**src/rtl/issue_ctrl_pkg.sv**
```systemverilog
// issue_ctrl_pkg: shared widths, opcode constants, skid state type and the is_mem/has_rd classifiers
package issue_ctrl_pkg;
  localparam int OpSize = 6;
  localparam int RegAddrSize = 5;
  localparam int InstSize = 32;
  localparam logic zero = 1'b0;
  localparam logic one = 1'b1;
  localparam logic [OpSize-1:0] LUI = 6'd1, AUIPC = 6'd2, JAL = 6'd3, JALR = 6'd4;
  localparam logic [OpSize-1:0] BEQ = 6'd5, BNE = 6'd6, BLT = 6'd7, BGE = 6'd8, BLTU = 6'd9, BGEU = 6'd10;
  localparam logic [OpSize-1:0] LB = 6'd11, LH = 6'd12, LW = 6'd13, LBU = 6'd14, LHU = 6'd15;
  localparam logic [OpSize-1:0] SB = 6'd16, SH = 6'd17, SW = 6'd18;
  localparam logic [OpSize-1:0] ADDI = 6'd19, SLTI = 6'd20, XORI = 6'd21, ORI = 6'd22, ANDI = 6'd23;
  localparam logic [OpSize-1:0] ADD = 6'd24, SUB = 6'd25, AND = 6'd26, OR = 6'd27;
  typedef enum logic {EMPTY, FULL} state_t;
  typedef struct packed {
    logic [OpSize-1:0] op;
    logic [RegAddrSize-1:0] rd;
    logic [RegAddrSize-1:0] rs1;
    logic [RegAddrSize-1:0] rs2;
    logic [InstSize-1:0] imm;
    logic [InstSize-1:0] pc;
  } payload_t;
  // Loads and stores occupy the contiguous LB..SW code range.
  function automatic logic op_is_mem(input logic [OpSize-1:0] op);
    return op inside {[LB:SW]};
  endfunction
  function automatic logic op_has_rd(input logic [OpSize-1:0] op, input logic [RegAddrSize-1:0] rd);
    return !(op inside {[BEQ:BGEU], [SB:SW]}) && rd != '0;
  endfunction
endpackage

```
**src/rtl/issue_skid.sv**
```systemverilog
// issue_skid: one-entry EMPTY/FULL holding buffer with load, unload and flush
// Ports: clk_i/rst_i clock and sync reset, rdy_i global enable, flush_i drop content,
//        load_i capture d_i, unload_i entry consumed, q_o held entry, full_o state is FULL.
module issue_skid import issue_ctrl_pkg::*; #(
  parameter int W = 1
) (
  input  logic         clk_i,
  input  logic         rst_i,
  input  logic         rdy_i,
  input  logic         flush_i,
  input  logic         load_i,
  input  logic         unload_i,
  input  logic [W-1:0] d_i,
  output logic [W-1:0] q_o,
  output logic         full_o
);
  state_t state_q, state_d;
  logic [W-1:0] data_q, data_d;
  // A load wins over an unload so a simultaneous issue and accept keeps the entry FULL.
  always_comb begin
    state_d = flush_i ? EMPTY : load_i ? FULL : unload_i ? EMPTY : state_q;
    data_d = (load_i && !flush_i) ? d_i : data_q;
  end
  always_ff @(posedge clk_i) begin
    if (rst_i) begin
      state_q <= EMPTY;
      data_q <= '0;
    end else if (rdy_i) begin
      state_q <= state_d;
      data_q <= data_d;
    end
  end
  assign q_o = data_q;
  assign full_o = state_q == FULL;
endmodule

```
**src/rtl/issue_ctrl.sv**
```systemverilog
// issue_ctrl: holds one decoded instruction and issues it to the ROB plus RS or LSB
// Ports: clk_in/rst_in clock and sync reset, rdy_in global enable, clear flush,
//        dec_* decoder valid/ready handshake and payload, rob/rs/lsb_full capacity flags,
//        rob_tail next ROB tag, *_we registered write strobes, iss_* issued payload,
//        rat_* rename-table write. Optional ISSUE_STAT_EN adds stat_issue/stat_stall counters.
module issue_ctrl import issue_ctrl_pkg::*; #(
  parameter int ROB_TAG_W = 4
) (
  input  logic                   clk_in,
  input  logic                   rst_in,
  input  logic                   rdy_in,
  input  logic                   clear,
  input  logic                   dec_valid,
  output logic                   dec_ready,
  input  logic [OpSize-1:0]      dec_op,
  input  logic [RegAddrSize-1:0] dec_rd,
  input  logic [RegAddrSize-1:0] dec_rs1,
  input  logic [RegAddrSize-1:0] dec_rs2,
  input  logic [InstSize-1:0]    dec_imm,
  input  logic [InstSize-1:0]    dec_pc,
  input  logic                   rob_full,
  input  logic                   rs_full,
  input  logic                   lsb_full,
  input  logic [ROB_TAG_W-1:0]   rob_tail,
  output logic                   rob_we,
  output logic                   rs_we,
  output logic                   lsb_we,
  output logic [OpSize-1:0]      iss_op,
  output logic [RegAddrSize-1:0] iss_rd,
  output logic [RegAddrSize-1:0] iss_rs1,
  output logic [RegAddrSize-1:0] iss_rs2,
  output logic [InstSize-1:0]    iss_imm,
  output logic [InstSize-1:0]    iss_pc,
  output logic [ROB_TAG_W-1:0]   iss_tag,
  output logic                   rat_we,
  output logic [RegAddrSize-1:0] rat_rd,
  output logic [ROB_TAG_W-1:0]   rat_tag
`ifdef ISSUE_STAT_EN
  ,
  output logic [31:0]            stat_issue,
  output logic [31:0]            stat_stall
`endif
);
  localparam int PW = $bits(payload_t);
  payload_t dec_p, buf_p;
  logic [PW:0] buf_q;
  logic buf_mem, buf_full, can_issue, iss_go, hs;
  assign dec_p = '{op: dec_op, rd: dec_rd, rs1: dec_rs1, rs2: dec_rs2, imm: dec_imm, pc: dec_pc};
  assign buf_mem = buf_q[PW];
  assign buf_p = buf_q[PW-1:0];
  assign can_issue = buf_full && !rob_full && !(buf_mem ? lsb_full : rs_full);
  // Pass-through: the slot is free again in the same cycle it issues.
  assign dec_ready = !clear && (!buf_full || can_issue);
  assign hs = dec_valid && dec_ready && rdy_in;
  assign iss_go = can_issue && !clear;
  issue_skid #(.W(PW + 1)) u_skid (
    .clk_i   (clk_in),
    .rst_i   (rst_in),
    .rdy_i   (rdy_in),
    .flush_i (clear),
    .load_i  (hs),
    .unload_i(can_issue),
    .d_i     ({op_is_mem(dec_op), dec_p}),
    .q_o     (buf_q),
    .full_o  (buf_full)
  );
  always_ff @(posedge clk_in) begin
    if (rst_in) begin
      {rob_we, rs_we, lsb_we, rat_we} <= '0;
      {iss_op, iss_rd, iss_rs1, iss_rs2, iss_imm, iss_pc} <= '0;
      iss_tag <= '0;
      rat_rd <= '0;
      rat_tag <= '0;
    end else if (rdy_in) begin
      rob_we <= iss_go;
      rs_we <= iss_go && !buf_mem;
      lsb_we <= iss_go && buf_mem;
      rat_we <= iss_go && op_has_rd(buf_p.op, buf_p.rd);
      if (iss_go) begin
        {iss_op, iss_rd, iss_rs1, iss_rs2, iss_imm, iss_pc} <= buf_p;
        iss_tag <= rob_tail;
        rat_rd <= buf_p.rd;
        rat_tag <= rob_tail;
      end
    end else begin
      {rob_we, rs_we, lsb_we, rat_we} <= '0;
    end
  end
`ifdef ISSUE_STAT_EN
  always_ff @(posedge clk_in) begin
    if (rst_in) begin
      stat_issue <= '0;
      stat_stall <= '0;
    end else if (rdy_in) begin
      stat_issue <= stat_issue + {31'd0, iss_go};
      stat_stall <= stat_stall + {31'd0, buf_full && !can_issue};
    end
  end
`endif
endmodule
```
**config.mk**
```make
export PLATFORM = sky130hd
export DESIGN_NAME = issue_ctrl
export DESIGN_NICKNAME = d
export VERILOG_FILES = /design/src/rtl/issue_ctrl_pkg.sv /design/src/rtl/issue_skid.sv /design/src/rtl/issue_ctrl.sv
export SDC_FILE = /design/constraint.sdc
export NUM_CORES = 1
export LEC_CHECK = 0
export ABC_CLOCK_PERIOD_IN_PS = 2080
export BUFFER_PORTS_ARGS = -buffer_cell sky130_fd_sc_hd__clkbuf_2
export CAP_MARGIN = 15
export CORE_UTILIZATION = 41
export DETAILED_ROUTE_END_ITERATION = 12
export GPL_ROUTABILITY_DRIVEN = 0
export PLACE_DENSITY = 0.75
export SYNTH_ARGS = -nofsm -noshare
export SYNTH_HDL_FRONTEND = slang
export SYNTH_HIERARCHICAL = 1
export SYNTH_SLANG_ARGS = --single-unit
```
**constraint.sdc**
```tcl
create_clock -name clk_in -period 2.08 [get_ports clk_in]
set_clock_uncertainty 0.05 [all_clocks]
set_input_delay 0 -clock clk_in [delete_from_list [all_inputs] [get_ports clk_in]]
set_output_delay 0 -clock clk_in [all_outputs]
set_load 0.05 [all_outputs]
```
Word-level counts from Yosys, hierarchy flattened --
Cells that the tools add are included.
Word-level totals: memory bits (writable) 0, input port bits 97, bits in latches 0, logic and storage cells 52, memories 0, bits in registers 180, ROM bits 0, output and inout port bits 103
Cells by class: multipliers 0, order comparisons 6, multiplexer cells 4, shifts and indexed selects 0, equality and inequality tests 0, add/subtract/negate cells 0, div/mod/pow operators 0, bitwise operators 1, reductions and logical operators 28
Operators by type and width (number):
- logical AND 1 bit | 14
- <= comparator 6 x 5 -> 1 bit, second input constant | 2
- >= comparator 6 x 3 -> 1 bit, second input constant | 1
- >= comparator 6 x 4 -> 1 bit, second input constant | 1
- >= comparator 6 x 5 -> 1 bit, second input constant | 1
- <= comparator 6 x 4 -> 1 bit, second input constant | 1
- logical NOT 1 bit | 6
- AND reduction 2 bit | 3
- nonzero test 5 bit | 1
- 2-to-1 mux 1 bit | 4
- nonzero test 3 bit | 1
- nonzero test 2 bit | 1
- OR reduction 2 bit | 1
- logical OR 1 bit | 1
- NOT 1 bit | 1

Longest topological paths before layout --
Gate-level depths: netlist of the first run.
word-level depth 9, gate-level depth with buffers 8

Hierarchy --
The synthesis of the first run kept the hierarchy.
Modules (own cells, without submodules):
- issue_skid | times used 1, cells an instance 379, seq. area each 1741.7 µm², area an instance 3877.5 µm²
- issue_ctrl | times used 1, cells an instance 324, seq. area each 1861.8 µm², area an instance 3449.6 µm²

Worst setup path before layout of the first run --
Ideal clock, no wire load.
path kind register to register, start point reg u_skid.data_q[85] (netlist: u_skid/q_o[85]), end point reg u_skid.data_q[49] (netlist: u_skid/q_o[49]), path buffers 3, stages on the path, launching flop included 9, setup slack 0.248 ns, arrival time 1.710 ns, required time 1.958 ns, library setup time 0.072 ns, cells stage by stage dfxtp_1 -> mux2i_1 -> nand3b_1 -> a21oi_1 -> and3b_1 -> buf_6 -> buf_6 -> buf_6 -> mux2i_1
On the way: word-level cells in the longest chain between the ends 9
Ends and longest elaborated chain:
- from (decl) | RTL line issue_skid.sv:18 | logic [W-1:0] data_q, data_d;
- from (signal assigned) | RTL line issue_skid.sv:30 | data_q <= data_d;
- 2-to-1 mux 1 bit | RTL line issue_ctrl.sv:51 | assign can_issue = buf_full && !rob_full && !(buf_mem ? lsb_full : rs_full);
- logical NOT 1 bit | RTL line issue_ctrl.sv:51
- logical AND 1 bit | RTL line issue_ctrl.sv:51
- logical OR 1 bit | RTL line issue_ctrl.sv:53 | assign dec_ready = !clear && (!buf_full || can_issue);
- logical AND 1 bit | RTL line issue_ctrl.sv:53
- logical AND 1 bit (2 in a row) | RTL line issue_ctrl.sv:54 | assign hs = dec_valid && dec_ready && rdy_in;
- named net hs | RTL line issue_ctrl.sv:47 | logic buf_mem, buf_full, can_issue, iss_go, hs;
- logical AND 1 bit | RTL line issue_skid.sv:22 | data_d = (load_i && !flush_i) ? d_i : data_q;
- AND reduction 2 bit (no source line)
The timed path passes the listed nets, and every way through them passes these cells. A chain may end at the register's enable or synchronous reset.

Worst setup path in the final report of the first run --
start point reg u_skid.data_q[85] (netlist: u_skid/q_o[85]), end point reg u_skid.data_q[50] (netlist: u_skid/q_o[50])
The elaborated chain is that of the path after synthesis.

==> flow_summary.json, run 1 <==
{
  "status": "completed",
  "crit_arrival_ps": 2160,
  "syn_nets": 800,
  "maxCapViolations": 0,
  "crit_buf_inv": 2,
  "drt-wirelength-per-cell_um": 13.4,
  "io_buffers": 199,
  "start_kind": "flip-flop",
  "grt_overflow": 0,
  "cp_slowest_cell": "dfxtp_1",
  "die-area_um2": 18400,
  "fin_hold_ws_ps": 74.6,
  "yosysSeqAreaShare": 0.492,
  "yosys_warnings": 6,
  "post-cts-setup-buffers": 0,
  "setup_ws_ps": 206,
  "ios": 200,
  "grt_pass1_wl_um": 25900,
  "grt_antenna_before_repair": 0,
  "wirelength_um": 16200,
  "slew-limit-headroom": 0.648,
  "cts.sinks": 180,
  "grt_use_total": 0.178,
  "clock-root-buffer": "clkbuf_16",
  "r2r_setup_slack_ps": 210,
  "path_delay_family": "multiplexers",
  "ant_nets": 0,
  "vias_per_cell": 4.55,
  "synth_compound_area_frac": 0.00922,
  "hold_depth": 5,
  "dr.pass1.iters": 4,
  "synthXorXnorAreaFrac": 0,
  "min-delay-start": "rob_full",
  "synth_area_um2": 7330,
  "core_um2": 17400,
  "fin_util": 0.575,
  "grt_pass1_vias": 5380,
  "syn_to_final_growth_pct": 36.1,
  "ff2ff_path_depth": 7,
  "path_clk_slew_ps": 60,
  "setup_violations": 0,
  "fin_crit_sh": 0.901,
  "min_period_ps": 1870,
  "hold_path_class": "input pin to flip-flop",
  "hold_viol_final": 0,
  "multi_input_area_um2": 3350,
  "vias": 5501,
  "hold_end": "u_skid/full_o",
  "cpPeakStageDelay_ps": 340,
  "ir_drop_uv": 512,
  "drcViolationCount": 0,
  "nNetsFinal": 1069,
  "clock_path_buffers": 2,
  "clock_latency_ps": 420,
  "synth_seq_cells": 180,
  "cts_resized": 0,
  "yosys.area_share.simple": 0.206,
  "die_h_um": 136,
  "synth_fa_ha_area_frac": 0,
  "static-leakage-power_nw": 4.73,
  "grt_max_degree": 85,
  "first_iter_violations": 188,
  "synth.distinct_cells": 23,
  "timing.setup.tns_ps": 0,
  "critical_path.startpoint": "u_skid/q_o[85]",
  "drive_gt1_frac": 0.249,
  "num_rows": 48,
  "fill_cells": 1435,
  "pwr_density_cell_nw_per_um2": 729,
  "yosys-mux-area-fraction": 0.240,
  "n_antenna_cell": 0,
  "cts_tree": "done",
  "cp_max_fo": 33,
  "hpwl_um": 10100,
  "syn_inst": 703,
  "r2r-end": "u_skid/q_o[50]",
  "avgSynthCellArea_um2": 10.4,
  "worst_slew_pin_slew_ps": 528,
  "fmax_mhz": 534,
  "placed_cells": 1086,
  "seq_area_um2": 3600,
  "required_ps": 2370,
  "synth_top_family_by_area": "multiplexers",
  "crit_type": "flip-flop to flip-flop",
  "place_ws_ps": 212,
  "cts_buffers": 17,
  "cts_htree_levels": 4,
  "crit_path_cell_trace": "mux2i_1, buf_4, nand3b_1, a21oi_1, and3b_4, buf_12, mux2i_1",
  "final_cells": 1210,
  "cp-end-kind": "flip-flop",
  "rsz0062_at_grt": "no",
  "cpMostUsedCell": "mux2i_1",
  "finalMaxSlewViolations": 0,
  "dieWidth_um": 136,
  "reg2reg_from": "u_skid/q_o[85]",
  "initial_core_util": 0.422
}
cell usage in the layout, fill, tap and decap left out, types with 5 or more instances in the layout:
cell type and count:
a21oi_1 5, buf_12 6, buf_4 10, clkbuf_1 5, clkbuf_16 17, clkbuf_2 198
dfxtp_1 180, dlygate4sd3_1 92, mux2i_1 176, nand2b_1 172, nor2_1 93
per-stage QoR:
step	instance area [um2]	power, mW
final	9970	7.27
after global routing	9970	7.54
after CTS	9970	7.36
after detailed placement	8450	3.89
after global placement	8450	3.89
after floorplan	7330	3.75
worst min-delay path: stages:
cell and delay, ps:
clkbuf_2 90, nand3b_1 130, inv_1 40, o21ai_0 130, a22o_1 110
per-layer routing:
metal / global-route usage / vias to the layer above / wire length (um) / part of all wire
met2: 0.307 / 130 / 7970 / 0.49
met1: 0.209 / 2520 / 7150 / 0.44
li1: - / 2827 / - / -
met4: 0.0811 / 0 / 384 / 0.024
met5: 0 / - / 0 / 0
met3: 0.0370 / 24 / 706 / 0.044
synth_stat cells (all sizes together):
| library cell | n | area share |
|---|---|---|
| o2111ai | 1 | 0.0012 |
| and3b | 1 | 0.0012 |
| nor2b | 2 | 0.0017 |
| nand3b | 2 | 0.0020 |
| a22o | 1 | 0.0012 |
| buf | 29 | 0.037 |
| nor3b | 1 | 0.0010 |
| nand2b | 172 | 0.15 |
| dfxtp | 180 | 0.49 |
| clkbuf | 28 | 0.014 |
| and2 | 1 | 0.00085 |
| a21oi | 5 | 0.0034 |
| o311a | 1 | 0.0014 |
| mux2i | 176 | 0.24 |
| nor3 | 1 | 0.00068 |
| inv | 3 | 0.0015 |
| or3 | 1 | 0.00085 |
| nand2 | 1 | 0.0015 |
| and4bb | 1 | 0.0017 |
| o21ai | 3 | 0.0020 |
| nor2 | 93 | 0.048 |
worst max-delay path by stage:
stage,to,slack [ps],cells past startpoint
global placement,u_skid/q_o[60],270,7
global route,u_skid/q_o[75],90,7
detailed placement,u_skid/q_o[75],210,7
CTS,u_skid/q_o[41],190,7
finish,u_skid/q_o[50],210,7
floorplan,u_skid/q_o[49],250,8
cell type report:
| type | instances | area share |
|---|---|---|
| sequential | 180 | 0.361 |
| multi-input combinational | 463 | 0.336 |
| tap | 225 | 0.0282 |
| inverter | 3 | 0.00113 |
| clock buffer | 25 | 0.0487 |
| timing repair buffer | 307 | 0.212 |
| clock inverter | 7 | 0.0122 |
repair_timing:
action	4_1_cts	5_1_grt
setup endpoints to repair	0	0
endpoints found under the hold margin	116	0
hold buffers	92	0
report_power, final:
part	switching, mW	total (mW)	internal [mW]
Combinational	0.182	0.470	0.288
Sequential	0.0125	3.48	3.47
Clock	1.33	3.32	2.00
Total	1.52	7.27	5.75
registers in the layout (all words and copies together) (netlist names):
register	cells
rob_we	1
rs_we	1
rat_rd	5
lsb_we	1
u_skid/full_o	1
iss_pc	32
iss_rs2	5
rat_tag	4
iss_rs1	5
iss_op	6
rat_we	1
iss_imm	32
u_skid/q_o	86
cell families after synthesis:
logic type	count (synthesis)
and+or+nand+nor	276
DFF	180
muxes	176
buffers and inverters	60
AOI/OAI and AO/OA	11
No activity file was read; power rests on OpenSTA's default activity.
==> inputs of run 2 (changes only) <==
CTS_BUF_LIST = sky130_fd_sc_hd__clkbuf_2 sky130_fd_sc_hd__clkbuf_4 sky130_fd_sc_hd__clkbuf_8   (was not set)
==> flow_summary.json, run 2 (synthesis gave the netlist of run 1 again) <==
{
  "grt_overflow": 0,
  "maxCapViolations": 0,
  "rsz0062_at_grt": "no",
  "die_h_um": 136,
  "hpwl_um": 10100,
  "status": "completed",
  "place_ws_ps": 212,
  "largest_reg_flops": 86,
  "timing.setup.tns_ps": 0,
  "vias_per_cell": 4.53,
  "dr_wl_met2_um": 7960,
  "initial_core_util": 0.422,
  "io_buffers": 199,
  "placed_cells": 1086,
  "vias": 5482,
  "clock_path_buffers": 2,
  "grt_max_degree": 85,
  "die-area_um2": 18400,
  "r2r_setup_slack_ps": 200,
  "ir_drop_uv": 393,
  "highest_layer": "met4",
  "grt_pass1_wl_um": 25800,
  "required_ps": 2400,
  "grt_pass1_vias": 5371,
  "ant_nets": 0,
  "num_rows": 48,
  "crit_arrival_ps": 2200,
  "min_period_ps": 1880,
  "drt-wirelength-per-cell_um": 13.4,
  "final_common_cell": "clkbuf_2",
  "cp_max_fo": 33,
  "start_kind": "flip-flop",
  "grt_use_total": 0.177,
  "wirelength_um": 16200,
  "first_iter_violations": 201,
  "grt_antenna_before_repair": 1,
  "crit_type": "flip-flop to flip-flop",
  "nNetsFinal": 1069,
  "final_cells": 1211,
  "dieWidth_um": 136,
  "fin_hold_ws_ps": 56.6,
  "fin_crit_sh": 0.903,
  "setup_violations": 0,
  "dr.pass1.iters": 4,
  "setup_ws_ps": 201,
  "drive_gt1_frac": 0.254,
  "path_clk_slew_ps": 90,
  "slew-limit-headroom": 0.649,
  "cts_buffers": 17,
  "drcViolationCount": 0,
  "clock_latency_ps": 440,
  "route.met3.wl_um": 668,
  "pwr_density_cell_nw_per_um2": 667,
  "syn_to_final_growth_pct": 33.8,
  "cts_htree_levels": 4,
  "ios": 200,
  "hold_path_class": "input pin to flip-flop",
  "finalMaxSlewViolations": 0,
  "fill_cells": 1449,
  "cts.sinks": 180,
  "fmax_mhz": 532,
  "worst_slew_pin_slew_ps": 526,
  "post-cts-setup-buffers": 0,
  "final_cell_mix": "clkbuf_2, dfxtp_1, mux2i_1",
  "cp-end-kind": "flip-flop",
  "hold_viol_final": 0,
  "core_um2": 17400,
  "met1_length_um": 7290,
  "clock-root-buffer": "clkbuf_8",
  "cts_tree": "done",
  "static-leakage-power_nw": 4.66
}
## run 2: per-stage QoR
step	cell area [um2]	power, mW	utilization
after floorplan	7330	3.75	-
after global placement	8450	3.89	0.487
after detailed placement	8450	3.89	0.487
after CTS	9800	6.63	0.565
after global routing	9800	6.80	0.565
final	9800	6.54	0.565
## run 2: where the power goes
group / total [mW] / switching [mW] / internal, mW
Combinational: 0.470 / 0.182 / 0.288
Sequential: 3.48 / 0.0126 / 3.46
Clock: 2.60 / 1.24 / 1.36
## run 2: final timing paths
kind / startpoint / to / cells after the start
worst max-delay path: u_skid/q_o[85] / u_skid/q_o[41] / 7
worst min-delay path: rob_full / u_skid/full_o / 5
worst max register to register: u_skid/q_o[85] / u_skid/q_o[41] / 7
worst min register to register: u_skid/q_o[65] / u_skid/q_o[65] / 2
## run 2: worst max-delay path, stage by stage, from the launching register on
cell and delay (ps):
dfxtp_1 350, mux2i_1 200, buf_4 160, nand3b_1 110, a21oi_1 160, and3b_4 270
buf_12 250, mux2i_1 240
## run 2: per-layer routing
metal,up-vias,GRT usage
li1,2830,-
met1,2508,0.208
met2,127,0.307
met3,17,0.0385
met4,0,0.0805
met5,-,0
## run 2: what timing repair did
item                      in CTS  in global routing
gates resized for setup        0                  0
hold endpoints to repair     116                  0
hold buffers                  92                  0
## run 2: layout make-up
| cell class | count | area [um2] | area share |
|---|---|---|---|
| well taps | 225 | 282 | 0.0287 |
| clock inverters | 7 | 121 | 0.0124 |
| multi-input cells | 463 | 3350 | 0.342 |
| flip-flops and latches | 180 | 3600 | 0.368 |
| clock buffers | 25 | 313 | 0.0319 |
| inverters | 3 | 11.3 | 0.00115 |
| repair buffers | 307 | 2120 | 0.216 |
| diodes | 1 | 2.50 | 0.000255 |
